`config.mk`:
```
export PLATFORM = sky130hd
export DESIGN_NAME = usb_link_state_ctrl
export DESIGN_NICKNAME = d
export VERILOG_FILES = /design/src/rtl/usb_phy_pkg.sv /design/src/rtl/line_run_counter.sv /design/src/rtl/usb_link_state_ctrl.sv
export SDC_FILE = /design/constraint.sdc
export NUM_CORES = 1
export LEC_CHECK = 0
export CELL_PAD_IN_SITES_DETAIL_PLACEMENT = 1
export CELL_PAD_IN_SITES_GLOBAL_PLACEMENT = 1
export CORE_MARGIN = 10
export CORE_UTILIZATION = 30
export DETAILED_ROUTE_END_ITERATION = 6
export PLACE_DENSITY = 0.59
export SYNTH_ARGS = -nofsm -noshare
export SYNTH_HDL_FRONTEND = slang
export SYNTH_HIERARCHICAL = 1
export SYNTH_SLANG_ARGS = --single-unit
export TNS_END_PERCENT = 30
```
`constraint.sdc`:
```
create_clock -name i_clk -period 2.9 [get_ports i_clk]
set_input_delay 0.58 -clock i_clk [delete_from_list [all_inputs] [get_ports i_clk]]
set_output_delay 0.58 -clock i_clk [all_outputs]
set_load 0.1 [all_outputs]
```
`src/rtl/usb_phy_pkg.sv`:
```
// Line-state codes and link FSM states shared by the USB device link blocks.
// Thresholds are in clock cycles so simulation can run with scaled values.
package usb_phy_pkg;

    localparam logic [1:0] LS_SE0 = 2'b00;
    localparam logic [1:0] LS_K   = 2'b01;
    localparam logic [1:0] LS_J   = 2'b10;
    localparam logic [1:0] LS_SE1 = 2'b11;

    typedef enum logic [2:0] {
        FS_IDLE   = 3'd0,
        BUS_RESET = 3'd1,
        CHIRP_DET = 3'd2,
        HS_ACTIVE = 3'd3,
        SUSPEND   = 3'd4,
        RESUME    = 3'd5
    } link_state_e;

    function automatic int thr_max(input int a, input int b,
                                   input int c, input int d);
        int m;
        m = a;
        if (b > m) m = b;
        if (c > m) m = c;
        if (d > m) m = d;
        return m;
    endfunction

endpackage

```
`src/rtl/line_run_counter.sv`:
```
// Registers the previous line state and counts how long the current state
// has persisted, saturating so a threshold match can only fire once per run.
module line_run_counter
    import usb_phy_pkg::*;
#(
    parameter int W    = 5,
    parameter int MAXV = 12
) (
    input  logic         clk_i,
    input  logic         rst_ni,
    input  logic [1:0]   ls_i,
    output logic [1:0]   r_ls_o,
    output logic [W-1:0] run_cnt_o,
    output logic         changed_o
);

    localparam logic [W-1:0] SAT = W'(MAXV);
    localparam logic [W-1:0] ONE = W'(1);

    logic [1:0]   r_ls_q;
    logic [W-1:0] run_cnt_q;
    logic [W-1:0] run_cnt_d;

    assign changed_o = (ls_i != r_ls_q);
    assign r_ls_o    = r_ls_q;
    assign run_cnt_o = run_cnt_q;

    always_comb begin
        run_cnt_d = run_cnt_q;
        if (changed_o) begin
            run_cnt_d = ONE;
        end else if (run_cnt_q != SAT) begin
            run_cnt_d = run_cnt_q + ONE;
        end
    end

    always_ff @(posedge clk_i or negedge rst_ni) begin
        if (!rst_ni) begin
            r_ls_q    <= LS_SE0;
            run_cnt_q <= '0;
        end else begin
            r_ls_q    <= ls_i;
            run_cnt_q <= run_cnt_d;
        end
    end

endmodule

```
`src/rtl/usb_link_state_ctrl.sv`:
```
// Device-side link sequencer: bus reset, suspend/resume and HS chirp
// detection from the registered PHY line state; drives the HS select.
module usb_link_state_ctrl
    import usb_phy_pkg::*;
#(
    parameter int RST_CYC     = 8,
    parameter int SUSP_CYC    = 12,
    parameter int RES_CYC     = 6,
    parameter int CHIRP_CYC   = 4,
    parameter int CHIRP_PAIRS = 3,
    parameter int CHIRP_TMO   = 64
) (
    input  logic       i_clk,
    input  logic       i_rst_n,
    input  logic [1:0] i_line_state,
    input  logic       i_hs_capable,
    output logic       o_hs_mode,
    output logic [2:0] o_state,
    output logic       o_bus_reset,
    output logic       o_suspend,
    output logic       o_resume,
    output logic       o_hs_grant,
    output logic       o_se1_err
);

    localparam int MAXT = thr_max(RST_CYC, SUSP_CYC, RES_CYC, CHIRP_CYC);
    localparam int CW   = $clog2(MAXT) + 1;
    localparam int PW   = $clog2(CHIRP_PAIRS) + 1;
    localparam int TW   = $clog2(CHIRP_TMO) + 1;

    localparam logic [CW-1:0] RST_M1   = CW'(RST_CYC - 1);
    localparam logic [CW-1:0] SUSP_M1  = CW'(SUSP_CYC - 1);
    localparam logic [CW-1:0] RES_M1   = CW'(RES_CYC - 1);
    localparam logic [CW-1:0] CHIRP_M1 = CW'(CHIRP_CYC - 1);
    localparam logic [PW-1:0] PAIR_M1  = PW'(CHIRP_PAIRS - 1);
    localparam logic [TW-1:0] TMO_M1   = TW'(CHIRP_TMO - 1);

    logic [1:0]    r_ls;
    logic [CW-1:0] run_cnt;
    logic          ls_changed;

    line_run_counter #(
        .W    (CW),
        .MAXV (MAXT)
    ) u_run (
        .clk_i     (i_clk),
        .rst_ni    (i_rst_n),
        .ls_i      (i_line_state),
        .r_ls_o    (r_ls),
        .run_cnt_o (run_cnt),
        .changed_o (ls_changed)
    );

    link_state_e   state_q, state_d;
    logic [PW-1:0] pair_q, pair_d;
    logic [TW-1:0] tmo_q, tmo_d;
    logic          expj_q, expj_d;
    logic          segok_q, segok_d;
    logic          hs_prev_q, hs_prev_d;

    logic          hs_mode_q, bus_reset_q, suspend_q;
    logic          resume_q, hs_grant_q, se1_err_q;

    logic          rst_ev, susp_ev, res_ev, seg_ev, se1_edge;
    logic [1:0]    exp_ls;

    assign exp_ls   = expj_q ? LS_J : LS_K;
    assign rst_ev   = (i_line_state == LS_SE0) && (r_ls == LS_SE0)
                      && (run_cnt == RST_M1);
    assign susp_ev  = (i_line_state == LS_J) && (r_ls == LS_J)
                      && (run_cnt == SUSP_M1);
    assign res_ev   = (i_line_state == LS_K) && (r_ls == LS_K)
                      && (run_cnt == RES_M1);
    assign seg_ev   = (i_line_state == exp_ls) && (r_ls == exp_ls)
                      && (run_cnt == CHIRP_M1);
    assign se1_edge = (i_line_state == LS_SE1) && (r_ls != LS_SE1);

    always_comb begin
        state_d   = state_q;
        pair_d    = pair_q;
        tmo_d     = tmo_q;
        expj_d    = expj_q;
        segok_d   = segok_q;
        hs_prev_d = hs_prev_q;
        if ((state_q != BUS_RESET) && rst_ev) begin
            state_d = BUS_RESET;
        end else begin
            unique case (state_q)
                FS_IDLE: begin
                    if (susp_ev) begin
                        state_d   = SUSPEND;
                        hs_prev_d = 1'b0;
                    end
                end
                BUS_RESET: begin
                    if (i_line_state != LS_SE0) begin
                        if (i_hs_capable) begin
                            state_d = CHIRP_DET;
                            pair_d  = '0;
                            tmo_d   = '0;
                            expj_d  = 1'b0;
                            segok_d = 1'b0;
                        end else begin
                            state_d = FS_IDLE;
                        end
                    end
                end
                CHIRP_DET: begin
                    tmo_d = tmo_q + 1'b1;
                    if (i_line_state == LS_SE1) begin
                        state_d = FS_IDLE;
                    end else if (tmo_q == TMO_M1) begin
                        state_d = FS_IDLE;
                    end else begin
                        // SE0 glitches are left to the bus-reset rule
                        if (ls_changed && (i_line_state != LS_SE0)) begin
                            segok_d = 1'b0;
                            if (!segok_q) begin
                                pair_d = '0;
                                expj_d = 1'b0;
                            end
                        end
                        if (seg_ev) begin
                            segok_d = 1'b1;
                            expj_d  = !expj_q;
                            if (expj_q) begin
                                pair_d = pair_q + 1'b1;
                                if (pair_q == PAIR_M1) begin
                                    state_d = HS_ACTIVE;
                                end
                            end
                        end
                    end
                end
                HS_ACTIVE: begin
                    state_d = HS_ACTIVE;
                end
                SUSPEND: begin
                    if (res_ev) begin
                        state_d = RESUME;
                    end
                end
                RESUME: begin
                    if ((i_line_state == LS_SE0) || (i_line_state == LS_J)) begin
                        state_d = hs_prev_q ? HS_ACTIVE : FS_IDLE;
                    end
                end
                default: begin
                    state_d = FS_IDLE;
                end
            endcase
        end
        if ((state_d == HS_ACTIVE) && (state_q != HS_ACTIVE)) begin
            hs_prev_d = 1'b1;
        end
    end

    always_ff @(posedge i_clk or negedge i_rst_n) begin
        if (!i_rst_n) begin
            state_q     <= FS_IDLE;
            pair_q      <= '0;
            tmo_q       <= '0;
            expj_q      <= 1'b0;
            segok_q     <= 1'b0;
            hs_prev_q   <= 1'b0;
            hs_mode_q   <= 1'b0;
            bus_reset_q <= 1'b0;
            suspend_q   <= 1'b0;
            resume_q    <= 1'b0;
            hs_grant_q  <= 1'b0;
            se1_err_q   <= 1'b0;
        end else begin
            state_q     <= state_d;
            pair_q      <= pair_d;
            tmo_q       <= tmo_d;
            expj_q      <= expj_d;
            segok_q     <= segok_d;
            hs_prev_q   <= hs_prev_d;
            hs_mode_q   <= (state_d == HS_ACTIVE);
            bus_reset_q <= (state_d == BUS_RESET) && (state_q != BUS_RESET);
            suspend_q   <= (state_d == SUSPEND);
            resume_q    <= (state_d == RESUME) && (state_q != RESUME);
            hs_grant_q  <= (state_d == HS_ACTIVE) && (state_q != HS_ACTIVE);
            se1_err_q   <= se1_edge;
        end
    end

    assign o_state     = state_q;
    assign o_hs_mode   = hs_mode_q;
    assign o_bus_reset = bus_reset_q;
    assign o_suspend   = suspend_q;
    assign o_resume    = resume_q;
    assign o_hs_grant  = hs_grant_q;
    assign o_se1_err   = se1_err_q;

endmodule

```
==> results.tsv, run 1 <==
stage	metric	value	unit
status	status	complete, no violations	
setup_path	critPathKind	in2reg	
cells_and_area	fin_cells	256	
cells_and_area	seq_area	726	µm²
synth	syn_avg_cell_area	10.0	µm²
global_routing	antenna_found_initial	0	
synth	synth.ff_latch_count	29	
setup_path	endpoint_kind	flip-flop	
cells_and_area	multi_input_area	858	µm²
synth	syn_nets	174	
synth	seq_area_frac_synth	44.2	%
power	switching_share	28.2	%
power	power_switching	282	µW
power	seqPwrFrac	48.9	%
routing	wl	4.08	mm
synth	synth-main-ff-cell	dfrtp_1	
sta	fin_crit_sh	86.7	%
routing	postRouteAntennaNets	0	
sta	whs	0.525	ns
power	max-vdd-ir-drop	220	µV
global_routing	grt_pass1_vias	1370	
setup_path	crit_arrival	2.69	ns
floorplanning	ios	14	
worst_hold_path	min_path_type	reg2reg	
routing	drc	0	
placed_design	dp.cells	248	
synth	yosysTopAreaCell	dfrtp_1	
routing	wl_per_cell	15.9	µm
cells_and_area	fill_cells	620	
floorplanning	design.core.area	5200	µm²
sta	slew_violations	0	
sta	period_needed	2.51	ns
synth	syn_area	1640	µm²
routing	drt-initial-drc-count	29	
sta	hold_viol	0	
routing	via_per_inst	5.13	
global_routing	grt_pass1_wl	7.05	mm
sta	setup_tns	0	ns
synth	ys_warn_count	6	
cells_and_area	drive_gt1_share	16.1	%
sta	skew	0.00644	ns
synth	synth_top_area_share	44.2	%
routing	vias	1312	
routing	drt_pass1_iterations	3	
cells_and_area	antenna_cells	0	
cells_and_area	fin_area	1960	µm²
sta	worst_pin_slew	0.629	ns
setup_path	critPathMaxFanout	7	
sta	setup_viol	0	
placed_design	gp_congestion	0.773	
setup_path	start_kind	input pin	
clock_network	cts_sinks	29	
power	power_per_cell_area	511	nW/µm²
synth	synth_edf_count	0	
floorplanning	rows	26	
clock_network	postCtsHoldBufs	0	
floorplanning	die_w	94.0	µm
synth	syn_inst	164	
clock_network	postCtsSetupRepairBufs	0	
floorplanning	die_h	94.0	µm
global_routing	gr-total-overflow	0	
placed_design	dp_hpwl	3.06	mm
sta	relSlewSlack	57.0	%
global_routing	grt_start_max_net_pins	30	
run	drv_cap	0	
power	p_total	1000	µW
setup_path	critical_path_required	3.07	ns
floorplanning	die-area	8830	µm²
cells_and_area	areaGrowthSynthToFinish	19.1	%
placed_design	dpl_cell_area	1850	µm²
power	combPwrFrac	13.7	%
clock_network	ctsResizeCount	0	
power	p_int	719	µW
global_routing	grtUsageTotal	9.95	%
sta	fmax	398	MHz
clock_network	cts_root_buf	clkbuf_8	
synth	ys_top_cells_by_area	dfrtp_1 44%, ha_1 3.8%, xnor2_1 3.7%	
clock_network	numCtsBuffers	5	
clock_network	clkLatencyLatePin	0.28	ns
worst_hold_path	whs_path_depth	1	
power	p_clk_share	37.4	%
setup_path	reg2reg_depth	5	
setup_path	rrSetupSlack	0.69	ns
placed_design	numPortBuffers	13	
clock_network	clock_path_buffers	2	
clock_network	cts-htree-levels	2	
cells_and_area	fin_nets	195	
synth	async_reset_ff_share	100	%
sta	grt_setup_unrepaired	no	
power	p_leak	0.000881	µW
clock_network	clkTransAtPathRegs	0.06	ns
synth	synth.distinct_cells	49	
floorplanning	initial_core_util	31.5	%
clock_network	tritoncts	yes	
## worst max-delay path, cell delays in order
cell	delay (ns)
clkdlybuf4s50_1	0.60
nand4bb_1	0.16
or4b_4	0.55
nor4_2	0.30
nor3_1	0.18
o41ai_2	0.32
## final timing paths
kind,from,end
min reg2reg,tmo_q[0]$_DFFE_PN0P_,tmo_q[0]$_DFFE_PN0P_
min in group asynchronous,i_rst_n,u_run/run_cnt_o[1]$_DFFE_PN0P_
max reg2reg,u_run/run_cnt_o[2]$_DFFE_PN0P_,hs_prev_q$_DFFE_PN0P_
min,tmo_q[0]$_DFFE_PN0P_,tmo_q[0]$_DFFE_PN0P_
max in group asynchronous,i_rst_n,u_run/run_cnt_o[3]$_DFFE_PN0P_
max,i_line_state[1],hs_prev_q$_DFFE_PN0P_
## placed cells by master, fill, tap and decap left out, types with 2 or more instances in the layout
cell type and n:
dfrtp_1 29, a21oi_1 6, nand4bb_1 2, mux2i_1 3, inv_1 11, nand3_1 7, o21ai_0 5, or4_1 2
clkdlybuf4s50_1 4, a211oi_1 4, buf_4 13, ha_1 5, nor4bb_1 2, nor3b_1 3, o311a_1 2, a2111oi_0 2
nor2b_1 2, xnor2_1 7, o31ai_1 3, a21o_1 2, nor4_1 2, nor2_1 14, clkbuf_8 7, o21ai_1 4
nor3_1 6, nand2_1 13, a31oi_1 2
## kinds of logic (layout without fill, tap and decap cells)
kind of cell	after synthesis	after routing	synth area share (%)
AO/OA/AOI/OAI	38	38	16.5
XOR/XNOR	7	7	3.73
adder cells (fa/ha/maj)	5	5	3.81
buffers and inverters	15	37	3.51
flip-flops	29	29	44.2
multiplexers	3	3	1.83
AND/OR/NAND/NOR	67	67	26.4
## power groups by stage
stage	sequential, µW	clock [µW]	combinational (µW)
global route	498	412	158
CTS	490	388	140
finish	489	374	137
detailed placement	497	0	141
global placement	494	0	134
floorplan	491	0	91.3
## flip-flops by register name, indices dropped and copies added, names as in the netlist, 2 cells and up
signal and count:
o_state 3, pair_q 3, tmo_q 7, u_run/r_ls_o 2, u_run/run_cnt_o 5
## synthesized netlist by cell type, types with 2 or more instances
master	instances
a2111oi_0	2
a211oi_1	4
a21o_1	2
a21oi_1	6
a31oi_1	2
clkbuf_1	2
dfrtp_1	29
ha_1	5
inv_1	11
mux2i_1	3
nand2_1	13
nand3_1	7
nand4bb_1	2
nor2_1	14
nor2b_1	2
nor3_1	6
nor3b_1	3
nor4_1	2
nor4bb_1	2
o21ai_0	5
o21ai_1	4
o311a_1	2
o31ai_1	3
or4_1	2
xnor2_1	7
## routing by layer
layer / GRT usage (%) / routed length [µm]
met1: 12.6 / 2010
met2: 15.4 / 1870
met3: 3.20 / 146
met4: 3.42 / 52
met5: 0 / 0
## per-stage QoR
stage	utilization [%]	worst slack, ns
floorplan	-	0.500
global placement	35.6	0.318
detailed placement	35.6	0.143
CTS	37.6	0.419
global route	37.6	0.231
finish	37.6	0.387
## layout make-up
class,instances,area share (%)
multi-input cells,120,43.9
flip-flops and latches,29,37.1
repair buffers,17,7.04
clock buffers,7,4.93
well taps,70,4.48
inverters,12,2.30
clock inverters,1,0.256
No activity file was read; power rests on OpenSTA's default activity.
==> run 2: changes to the inputs <==
--- a/config.mk
+++ b/config.mk
@@ -5,12 +5,13 @@
 export SDC_FILE = /design/constraint.sdc
 export NUM_CORES = 1
 export LEC_CHECK = 0
+export ABC_AREA = 1
 export CELL_PAD_IN_SITES_DETAIL_PLACEMENT = 1
 export CELL_PAD_IN_SITES_GLOBAL_PLACEMENT = 1
 export CORE_MARGIN = 10
-export CORE_UTILIZATION = 30
+export CORE_UTILIZATION = 45
 export DETAILED_ROUTE_END_ITERATION = 6
-export PLACE_DENSITY = 0.59
+export PLACE_DENSITY = 0.86
 export SYNTH_ARGS = -nofsm -noshare
 export SYNTH_HDL_FRONTEND = slang
 export SYNTH_HIERARCHICAL = 1
==> run 2 against run 1 <==
Sequential share of layout area decreased by 1.6 points; clock power up 18%; worst setup slack better by 0.25 ns; critical path depth rose by 8; power increased by 23%; via count grew 19%; die area shrank 23%; utilization is 17 points higher; combinational power grew 73%; worst hold slack worse by 0.033 ns; flip-flop and latch count unchanged; maximum frequency grew 11%.
==> results.tsv, run 2 <==
stage	metric	value	unit	change
synth	seq_area_frac_synth	41.4	%	was 44.2%
status	status	complete, no violations		unchanged
global_routing	gr-total-overflow	0		unchanged
placed_design	dp_hpwl	3.40	mm	was 3.06 mm
clock_network	cts_sinks	29		unchanged
synth	yosysMostFrequentCell	nand2_1		was dfrtp_1
cells_and_area	fin_nets	268		was 195
clock_network	cts_root_buf	clkbuf_8		unchanged
cells_and_area	largest_register_ffs	7		unchanged
setup_path	endpoint_kind	flip-flop		unchanged
setup_path	critical_path_required	3.08	ns	was 3.07 ns
floorplanning	ios	14		unchanged
cells_and_area	drive_gt1_share	14.7	%	was 16.1%
synth	yosysTopAreaCell	dfrtp_1		unchanged
placed_design	place_ws	0.371	ns	was 0.143 ns
run	drv_cap	0		unchanged
global_routing	grt_pass1_wl	7.85	mm	was 7.05 mm
synth	synth.ff_latch_count	29		unchanged
routing	drt-initial-drc-count	94		was 29
cells_and_area	areaGrowthSynthToFinish	16.6	%	was 19.1%
sta	fmax	443	MHz	was 398 MHz
global_routing	grt_start_max_net_pins	30		unchanged
floorplanning	initial_core_util	47.2	%	was 31.5%
sta	relSlewSlack	74.8	%	was 57.0%
power	p_leak	0.00105	µW	was 0.000881 µW
global_routing	antenna_found_initial	0		unchanged
routing	postRouteAntennaNets	0		unchanged
floorplanning	design.core.area	3720	µm²	was 5200 µm²
setup_path	critPathMaxFanout	10		was 7
routing	drt_pass1_iterations	5		was 3
setup_path	critPathKind	in2reg		unchanged
synth	syn_nets	247		was 174
synth	async_reset_ff_share	100	%	unchanged
synth	synth.distinct_cells	27		was 49
setup_path	crit_arrival	2.44	ns	was 2.69 ns
cells_and_area	top_register	tmo_q		unchanged
setup_path	start_kind	input pin		unchanged
synth	syn_inst	237		was 164
sta	worst_pin_slew	0.376	ns	was 0.629 ns
power	max-vdd-ir-drop	260	µV	was 220 µV
worst_hold_path	min_path_type	reg2reg		unchanged
synth	syn_area	1750	µm²	was 1640 µm²
synth	synth_top_area_share	41.4	%	was 44.2%
synth	synth_edf_count	0		unchanged
clock_network	clkTransAtPathRegs	0.06	ns	about the same
sta	postLayoutSetupSlackWorst	0.640	ns	was 0.387 ns
clock_network	clkLatencyLatePin	0.29	ns	was 0.28 ns
clock_network	postCtsSetupRepairBufs	0		unchanged
placed_design	gp_congestion	0.830		was 0.773
cells_and_area	antenna_cells	0		unchanged
global_routing	grtUsageTotal	15.0	%	was 9.95%
cells_and_area	fin_cells	307		was 256
sta	skew	0.00827	ns	was 0.00644 ns
clock_network	clock_path_buffers	2		unchanged
sta	grt_setup_unrepaired	no		unchanged
synth	synth_commonest_cells	52 x nand2_1, 42 x inv_1, 33 x nor2_1		was 29 x dfrtp_1, 14 x nor2_1, 13 x nand2_1
routing	wl_per_cell	14.6	µm	was 15.9 µm
synth	synth-main-ff-cell	dfrtp_1		unchanged
clock_network	ctsResizeCount	0		unchanged
cells_and_area	final_cell_mix	52 x nand2_1, 42 x inv_1, 33 x nor2_1, 29 x dfrtp_1, 19 x nand3_1		was 29 x dfrtp_1, 14 x nor2_1, 13 x nand2_1, 13 x buf_4, 11 x inv_1
synth	ys_warn_count	6		unchanged
sta	slew_violations	0		unchanged
placed_design	numPortBuffers	13		unchanged
routing	wl	4.48	mm	was 4.08 mm
clock_network	postCtsHoldBufs	0		unchanged
floorplanning	die_w	82.4	µm	was 94.0 µm
sta	fin_crit_sh	77.9	%	was 86.7%
cells_and_area	fill_cells	499		was 620
sta	period_needed	2.26	ns	was 2.51 ns
power	power_per_cell_area	601	nW/µm²	was 511 nW/µm²
clock_network	numCtsBuffers	5		unchanged
synth	ys_top_cells_by_area	dfrtp_1 41%, nand2_1 11%, inv_1 9.0%		was dfrtp_1 44%, ha_1 3.8%, xnor2_1 3.7%
clock_network	tritoncts	yes		unchanged
routing	via_per_inst	5.09		was 5.13
clock_network	cts-htree-levels	2		unchanged
synth	syn_avg_cell_area	7.40	µm²	was 10.0 µm²
sta	hold_viol	0		unchanged
setup_path	reg2reg_depth	13		was 5
floorplanning	rows	22		was 26
worst_hold_path	whs_path_depth	2		was 1
global_routing	grt_pass1_vias	1651		was 1370
sta	setup_tns	0	ns	unchanged
routing	drc	0		unchanged
routing	vias	1564		was 1312
power	p_total	1230	µW	was 1000 µW
sta	setup_viol	0		unchanged
cells_and_area	layout_commonest_cell	nand2_1		was dfrtp_1
placed_design	dp.cells	299		was 248
floorplanning	die_h	82.4	µm	was 94.0 µm
floorplanning	die-area	6800	µm²	was 8830 µm²
[run 2: cell count changes after synthesis, sizes merged, moves of 4 or more]
cell | before | now
nand2 | 13 | 62
inv | 12 | 44
nor2 | 14 | 37
nand3 | 7 | 21
nand4 | 1 | 9
a211oi | 4 | 0
nor3b | 4 | 0
xnor2 | 7 | 3
[run 2: path summary, 6_finish.rpt]
path | end | slack (ns) | from
worst max-delay path | pair_q[0]$_DFFE_PN0P_ | 0.64 | i_line_state[0]
worst min-delay path | hs_prev_q$_DFFE_PN0P_ | 0.49 | hs_prev_q$_DFFE_PN0P_
worst max register to register | pair_q[0]$_DFFE_PN0P_ | 1.12 | u_run/r_ls_o[1]$_DFF_PN0_
worst min register to register | hs_prev_q$_DFFE_PN0P_ | 0.49 | hs_prev_q$_DFFE_PN0P_
max in group asynchronous | o_resume$_DFF_PN0_ | 1.95 | i_rst_n
min in group asynchronous | u_run/r_ls_o[1]$_DFF_PN0_ | 0.68 | i_rst_n
[run 2: layout make-up]
cell class / instances / area (µm²) / area share [%]
timing repair buffer: 14 / 115 / 5.63
clock inverter: 1 / 30.0 / 1.47
tap: 48 / 60.1 / 2.94
inverter: 45 / 169 / 8.26
sequential: 29 / 726 / 35.5
multi-input combinational: 163 / 860 / 42.0
clock buffer: 7 / 86.3 / 4.22
[run 2: stage by stage]
| stage | area, µm² | util (%) | hold WS [ns] |
|---|---|---|---|
| 6_report | 2050 | 55.1 | 0.492 |
| 5_1_grt | 2050 | 55.1 | 0.556 |
| 4_1_cts | 2050 | 55.1 | 0.504 |
| 3_5_place_dp | 1930 | 51.9 | 0.488 |
| 3_3_place_gp | 1930 | 51.9 | 0.479 |
| 2_1_floorplan | 1750 | - | 0.284 |
[run 2: cells by family (layout without fill, tap and decap cells)]
group                      after synthesis  count (layout)  synth area share (%)
xor gates and xnor gates                 4               4                  2.00
adders and majority gates                5               5                  3.57
DFF                                     29              29                  41.4
buffers and inverters                   45              67                  9.63
AOI/OAI and AO/OA                       20              20                  6.78
and+or+nand+nor                        134             134                  36.7
[run 2: power breakdown]
part / switching (µW) / total [µW] / internal, µW
clock: 162 / 442 / 280
combinational: 151 / 237 / 85.6
sequential: 73.6 / 550 / 477
[run 2: worst max-delay path, stage by stage]
cell and delay (ns):
clkdlybuf4s50_1 0.69, inv_1 0.09, nand2_1 0.09, nand2_2 0.10
nand2_2 0.11, inv_1 0.05, nor2_1 0.17, nand2_1 0.11
nand2_1 0.12, nand2_1 0.06, nor2_1 0.10, nor2_1 0.05
nand2_1 0.06, inv_1 0.04
[run 2: routing by layer]
metal	global-route usage (%)	vias up	routed length, µm
met5	0	-	0
met4	4.93	0	60
met3	4.21	6	191
met2	25.6	23	2190
met1	17.6	748	2040
li1	-	787	-
